### src/rtl/imm_instr_encoder.sv
// imm_instr_encoder: packs decoded RV32I fields plus a generator-unit immediate
// into a 32-bit instruction word. This is the inverse of the pipeline's
// immediate generator.
//
// Ports:
//   clk, rst_n           clock, synchronous active-low reset
//   in_valid/in_ready    request handshake; in_ready = !out_valid || out_ready
//   in_opcode..in_imm    decoded instruction fields and immediate
//   out_valid/out_ready  encoded-word handshake (single registered stage)
//   out_instr, out_err   encoded word; out_err marks a substituted NOP
//   out_addr             byte address of out_instr (running counter)
//   err_seen             sticky error flag, cleared by reset or addr_load
//   addr_load(_val)      reload the address counter
//   chk_fail             only with IMM_ENC_CHECK_EN: re-decode mismatch pulse
//
// Optional feature macro: IMM_ENC_CHECK_EN
module imm_instr_encoder #(
  parameter int unsigned       ADDR_W     = 32,
  parameter logic [ADDR_W-1:0] RESET_ADDR = '0
) (
  input  logic              clk,
  input  logic              rst_n,
  input  logic              in_valid,
  output logic              in_ready,
  input  logic [6:0]        in_opcode,
  input  logic [4:0]        in_rd,
  input  logic [4:0]        in_rs1,
  input  logic [4:0]        in_rs2,
  input  logic [2:0]        in_funct3,
  input  logic [6:0]        in_funct7,
  input  logic [31:0]       in_imm,
  output logic              out_valid,
  input  logic              out_ready,
  output logic [31:0]       out_instr,
  output logic [ADDR_W-1:0] out_addr,
  output logic              out_err,
  output logic              err_seen,
  input  logic              addr_load,
  input  logic [ADDR_W-1:0] addr_load_val
`ifdef IMM_ENC_CHECK_EN
  ,
  output logic              chk_fail
`endif
);

  localparam logic [31:0] Nop = 32'h0000_0013;

  typedef enum logic [2:0] {FmtI, FmtShift, FmtS, FmtB, FmtJ, FmtR, FmtBad} fmt_e;

  fmt_e        fmt;
  logic        fits12, fits20, fits_sh, imm_ok;
  logic [31:0] enc_instr;
  logic        enc_err;
  logic        accept, out_hs;

  logic              out_valid_q, out_valid_d;
  logic [31:0]       instr_q, instr_d;
  logic              err_q, err_d;
  logic              err_seen_q, err_seen_d;
  logic [ADDR_W-1:0] addr_q, addr_d;

  assign in_ready = rst_n & (~out_valid_q | out_ready);
  assign accept   = in_valid & in_ready;
  assign out_hs   = out_valid_q & out_ready;

  // A value fits a signed N-bit field when all bits above N-1 equal the sign bit.
  assign fits12  = (&in_imm[31:11]) | ~(|in_imm[31:11]);
  assign fits20  = (&in_imm[31:19]) | ~(|in_imm[31:19]);
  assign fits_sh = ~(|in_imm[31:5]);

  always_comb begin
    fmt = FmtBad;
    case (in_opcode)
      7'b0000011, 7'b1100111: fmt = FmtI;
      7'b0010011: fmt = (in_funct3 == 3'b001 || in_funct3 == 3'b101) ? FmtShift : FmtI;
      7'b0100011: fmt = FmtS;
      7'b1100011: fmt = FmtB;
      7'b1101111: fmt = FmtJ;
      7'b0110011: fmt = FmtR;
      default:    fmt = FmtBad;
    endcase
  end

  always_comb begin
    enc_instr = Nop;
    imm_ok    = 1'b0;
    case (fmt)
      FmtI: begin
        imm_ok    = fits12;
        enc_instr = {in_imm[11:0], in_rs1, in_funct3, in_rd, in_opcode};
      end
      FmtShift: begin
        imm_ok    = fits_sh;
        enc_instr = {in_funct7, in_imm[4:0], in_rs1, in_funct3, in_rd, in_opcode};
      end
      FmtS: begin
        imm_ok    = fits12;
        enc_instr = {in_imm[11:5], in_rs2, in_rs1, in_funct3, in_imm[4:0], in_opcode};
      end
      FmtB: begin
        // Immediate is already in halfword units, so in_imm[11] is offset bit 12.
        imm_ok    = fits12;
        enc_instr = {in_imm[11], in_imm[9:4], in_rs2, in_rs1, in_funct3, in_imm[3:0],
                     in_imm[10], in_opcode};
      end
      FmtJ: begin
        imm_ok    = fits20;
        enc_instr = {in_imm[19], in_imm[9:0], in_imm[10], in_imm[18:11], in_rd, in_opcode};
      end
      FmtR: begin
        imm_ok    = 1'b1;
        enc_instr = {in_funct7, in_rs2, in_rs1, in_funct3, in_rd, in_opcode};
      end
      default: begin
        imm_ok    = 1'b0;
        enc_instr = Nop;
      end
    endcase
    enc_err = ~imm_ok;
    if (enc_err) enc_instr = Nop;
  end

  always_comb begin
    out_valid_d = out_valid_q;
    instr_d     = instr_q;
    err_d       = err_q;
    addr_d      = addr_q;
    err_seen_d  = err_seen_q;
    if (accept) begin
      out_valid_d = 1'b1;
      instr_d     = enc_instr;
      err_d       = enc_err;
    end else if (out_ready) begin
      out_valid_d = 1'b0;
    end
    // A word completing alongside a load keeps its pre-load address.
    if (addr_load)   addr_d = addr_load_val;
    else if (out_hs) addr_d = addr_q + ADDR_W'(4);
    if (addr_load)             err_seen_d = 1'b0;
    if (accept && enc_err)     err_seen_d = 1'b1;
  end

  always_ff @(posedge clk) begin
    if (!rst_n) begin
      out_valid_q <= 1'b0;
      instr_q     <= '0;
      err_q       <= 1'b0;
      err_seen_q  <= 1'b0;
      addr_q      <= RESET_ADDR;
    end else begin
      out_valid_q <= out_valid_d;
      instr_q     <= instr_d;
      err_q       <= err_d;
      err_seen_q  <= err_seen_d;
      addr_q      <= addr_d;
    end
  end

  assign out_valid = out_valid_q;
  assign out_instr = instr_q;
  assign out_err   = err_q;
  assign err_seen  = err_seen_q;
  assign out_addr  = addr_q;

`ifdef IMM_ENC_CHECK_EN
  fmt_e        fmt_q;
  logic [31:0] imm_q;
  logic        chk_pend_q;
  logic        chk_fail_q;
  logic [31:0] dec_imm;

  // Immediate generator equations applied to the held word.
  always_comb begin
    dec_imm = '0;
    case (fmt_q)
      FmtI:     dec_imm = {{20{instr_q[31]}}, instr_q[31:20]};
      FmtShift: dec_imm = {27'b0, instr_q[24:20]};
      FmtS:     dec_imm = {{20{instr_q[31]}}, instr_q[31:25], instr_q[11:7]};
      FmtB:     dec_imm = {{20{instr_q[31]}}, instr_q[31], instr_q[7], instr_q[30:25],
                           instr_q[11:8]};
      FmtJ:     dec_imm = {{12{instr_q[31]}}, instr_q[31], instr_q[19:12], instr_q[20],
                           instr_q[30:21]};
      default:  dec_imm = '0;
    endcase
  end

  always_ff @(posedge clk) begin
    if (!rst_n) begin
      fmt_q      <= FmtBad;
      imm_q      <= '0;
      chk_pend_q <= 1'b0;
      chk_fail_q <= 1'b0;
    end else begin
      chk_pend_q <= accept & ~enc_err & (fmt != FmtR);
      if (accept) begin
        fmt_q <= fmt;
        imm_q <= in_imm;
      end
      chk_fail_q <= chk_pend_q & (dec_imm != imm_q);
    end
  end

  assign chk_fail = chk_fail_q;
`endif

endmodule

### config.mk
export PLATFORM = sky130hd
export DESIGN_NAME = imm_instr_encoder
export DESIGN_NICKNAME = d
export VERILOG_FILES = /design/src/rtl/imm_instr_encoder.sv
export SDC_FILE = /design/constraint.sdc
export NUM_CORES = 1
export LEC_CHECK = 0
export CELL_PAD_IN_SITES_DETAIL_PLACEMENT = 0
export CELL_PAD_IN_SITES_GLOBAL_PLACEMENT = 1
export CORE_ASPECT_RATIO = 0.6
export CORE_MARGIN = 2
export CORE_UTILIZATION = 30
export CTS_CLUSTER_DIAMETER = 40
export CTS_CLUSTER_SIZE = 28
export DETAILED_ROUTE_END_ITERATION = 8
export PLACE_DENSITY = 0.91
export SKIP_LAST_GASP = 1
export SYNTH_ARGS = -nofsm -noshare
export SYNTH_HDL_FRONTEND = slang
export SYNTH_SLANG_ARGS = --single-unit
### constraint.sdc
create_clock -name clk -period 7.28 [get_ports clk]
set_input_delay 1.092 -clock clk [delete_from_list [all_inputs] [get_ports clk]]
set_output_delay 1.092 -clock clk [all_outputs]
set_load 0.05 [all_outputs]
==> results.md <==
- Ys flop type: dfxtp_1
- Die width: 144.5 µm
- ANT cells: 0
- Setup bufs post-CTS: 0
- Synth-to-layout area growth: 60.08%
- GRT Util Overall: 20.43%
- Most common cell after layout, fill and taps aside: clkdlybuf4s50_1
- PD cells: 186.5 mW/mm²
- Sequential element share of the synthesized area: 37.77%
- Synth cell types: 57
- Fin. max-slew vios: 0
- Drt pass-1 iters: 5
- First-pass GRT wire length: 19.90 mm
- Core area: 0.01141 mm²
- Max IR drop VDD: 90.39 µV
- Worst Path Arrival: 4430 ps
- Clk_skew: 6.396 ps
- WP data required: 7490 ps
- Startpoint class of the critical path: primary input
- DR vias/cell: 5.125
- Yosys reg bits: 67
- Final wirelength: 13.00 mm
- Cell count after synthesis: 429
- Area of the multi-input gates: 0.002079 mm²
- CTS sink cnt: 67
- Worst Hold Margin: 444.6 ps
- Slowest CP cell: clkdlybuf4s50_1
- Layout fillers: 1109
- Slew Limit Headroom: 18.00%
- Total negative slack: 0 ps
- Slew @ Worst Pin: 1219 ps
- CTS tree: built
- Final #Nets: 696
- Slowest Stage Delay on Critical Path: 600 ps
- Post-CTS Hold Fix Bufs: 0
- Latest clock arrival within the worst-skew pair: 320 ps
- Initial DRC Count: 217
- FMAX: 0.2372 GHz
- Row cnt: 30
- Max capacitance violation total: 0
- Final setup violation count: 0
- Routed via count: 3880
- Initial Util: 31.12%
- Clock period minus worst slack: 4216 ps
- Worst-path cell chain: clkdlybuf4s50_1 > nand4bb_4 > or2_0 > ha_1 > o21a_1 > nor3_2 > a22o_1 > o2111ai_2 > buf_4 > a2bb2oi_2
- Yosys warns: 0
- Post-synth ARST share: 0%
- Wire length per cell: 17.17 µm
- Synth Cell Area: 0.003551 mm²
- HP Class: reg -> reg
- Static leakage: 0.001954 µW
- EDFF count, synth: 0
- CTS clk-pin slew, worst paths: 60 ps
- Fraction of layout cells with a size suffix above 1: 5.695%
- DIE AREA: 0.01275 mm²
- Sequential Area: 0.001341 mm²
- DRC Markers: 0
- Hold Violations, Final: 0
- # IOs: 169
- Root buffer cell: clkbuf_16
- Final period util: 57.92%
- Critical path class: in -> reg
- Pre-CTS WS: 2762 ps
- Crit path max fanout: 30
- RSZ-0062 raised after global routing: no
- Initial antenna violation count: 0
- Setup ws final: 3064 ps
- Die Span Y: 88.27 µm
- Final ANT Viol Nets: 0
- Resized Gates After CTS: 0
- Num CTS Buffers: 9
- Total nets after synthesis: 533
- H-tree lvl count: 3
- Global route overflow: 0
- Final Power: 1060 µW
- Area of placed instances: 0.005370 mm²
- Critical Path End Type: register
- Design area: 0.005684 mm²
- Status: completed
- Most frequent cells in the layout: clkdlybuf4s50_1 (168), dfxtp_1 (67), nand2_1 (57)
- Largest net degree at the start of global routing: 47
- I/O Buffers: 168
- Avg Cell Area, Syn: 8.277 µm²
- Routability cong.: 0.9108
- Via count of the first global-routing pass: 3723
- DP HPWL: 10.09 mm
- CTS Buffer Depth: 2
==> per-stage QoR <==
stage	cells	util, %
6_report	757	49.81
5_1_grt	757	49.81
4_1_cts	757	49.81
3_5_place_dp	741	47.06
3_3_place_gp	741	47.06
2_1_floorplan	429	-
==> worst paths after layout <==
check | start | to | slack [ps] | cells past startpoint
min | out_instr[29] | out_instr[29] | 440 | 2
min reg2reg | out_instr[29] | out_instr[29] | 440 | 2
max reg2reg | out_addr[5] | out_addr[20] | 4710 | 6
max | in_opcode[3] | out_instr[4] | 3060 | 10
==> layer usage <==
metal	wire length [µm]	global-route usage, %	part of all wire, %
met4	178	5.825	1.4
met5	0	0	0
met2	5376	28.61	41
met3	752	4.600	5.8
met1	6694	31.08	51
==> cell usage after synthesis (4+ instances only) <==
library cell  instances  area share (%)
a221oi_1              5             1.2
nor4_1                9             1.6
a32o_1                6             1.7
and2_1                9             1.6
o21ai_1              30             4.2
a22oi_1               8             1.7
dfxtp_1              67              38
nor2_1               16             1.7
clkbuf_1             15             1.6
nand2_1              57             6.0
nor2b_1               4            0.70
inv_1                10             1.1
and3_1                6             1.1
nand3_1              18             2.5
xnor2_1              11             2.7
nor3_1                5            0.70
a22o_1                8             2.0
o21ai_0              27             3.8
nand4_1              13             2.3
o211a_1               4             1.1
xor2_1               18             4.4
nand2b_1              4            0.70
a21oi_1              31             4.4
==> report_power, final <==
part / switching, µW / total (µW) / internal, µW
Combinational: 112 / 207 / 94.5
Sequential: 16.8 / 399 / 382
Clock: 162 / 454 / 292
==> state kept, by name (all words and copies together), names as in the netlist <==
register	flops
out_addr	32
out_err	1
out_valid	1
err_seen	1
out_instr	32
==> critical path, delay by kind of cell <==
kind | cells | cell delay (ps)
AND/OR/NAND/NOR | 3 | 1300
buffers and inverters | 2 | 880
AO/OA/AOI/OAI | 4 | 760
adder cells (fa/ha/maj) | 1 | 390
==> cell type report <==
cell class	instances	area share, %
multi-input cells	331	36.58
flip-flops and latches	67	23.60
repair buffers	171	29.98
clock buffers	12	4.689
well taps	160	3.522
clock inverters	4	0.8365
inverters	12	0.7924
==> kinds of logic after synthesis <==
group,share of synthesized area (%)
AND/OR/NAND/NOR,23.78
AO/OA/AOI/OAI,25.09
flip-flops,37.77
buffers and inverters,3.664
XOR/XNOR,7.153
multiplexers,1.480
adder cells (fa/ha/maj),1.057
No activity file was read; power rests on OpenSTA's default activity.
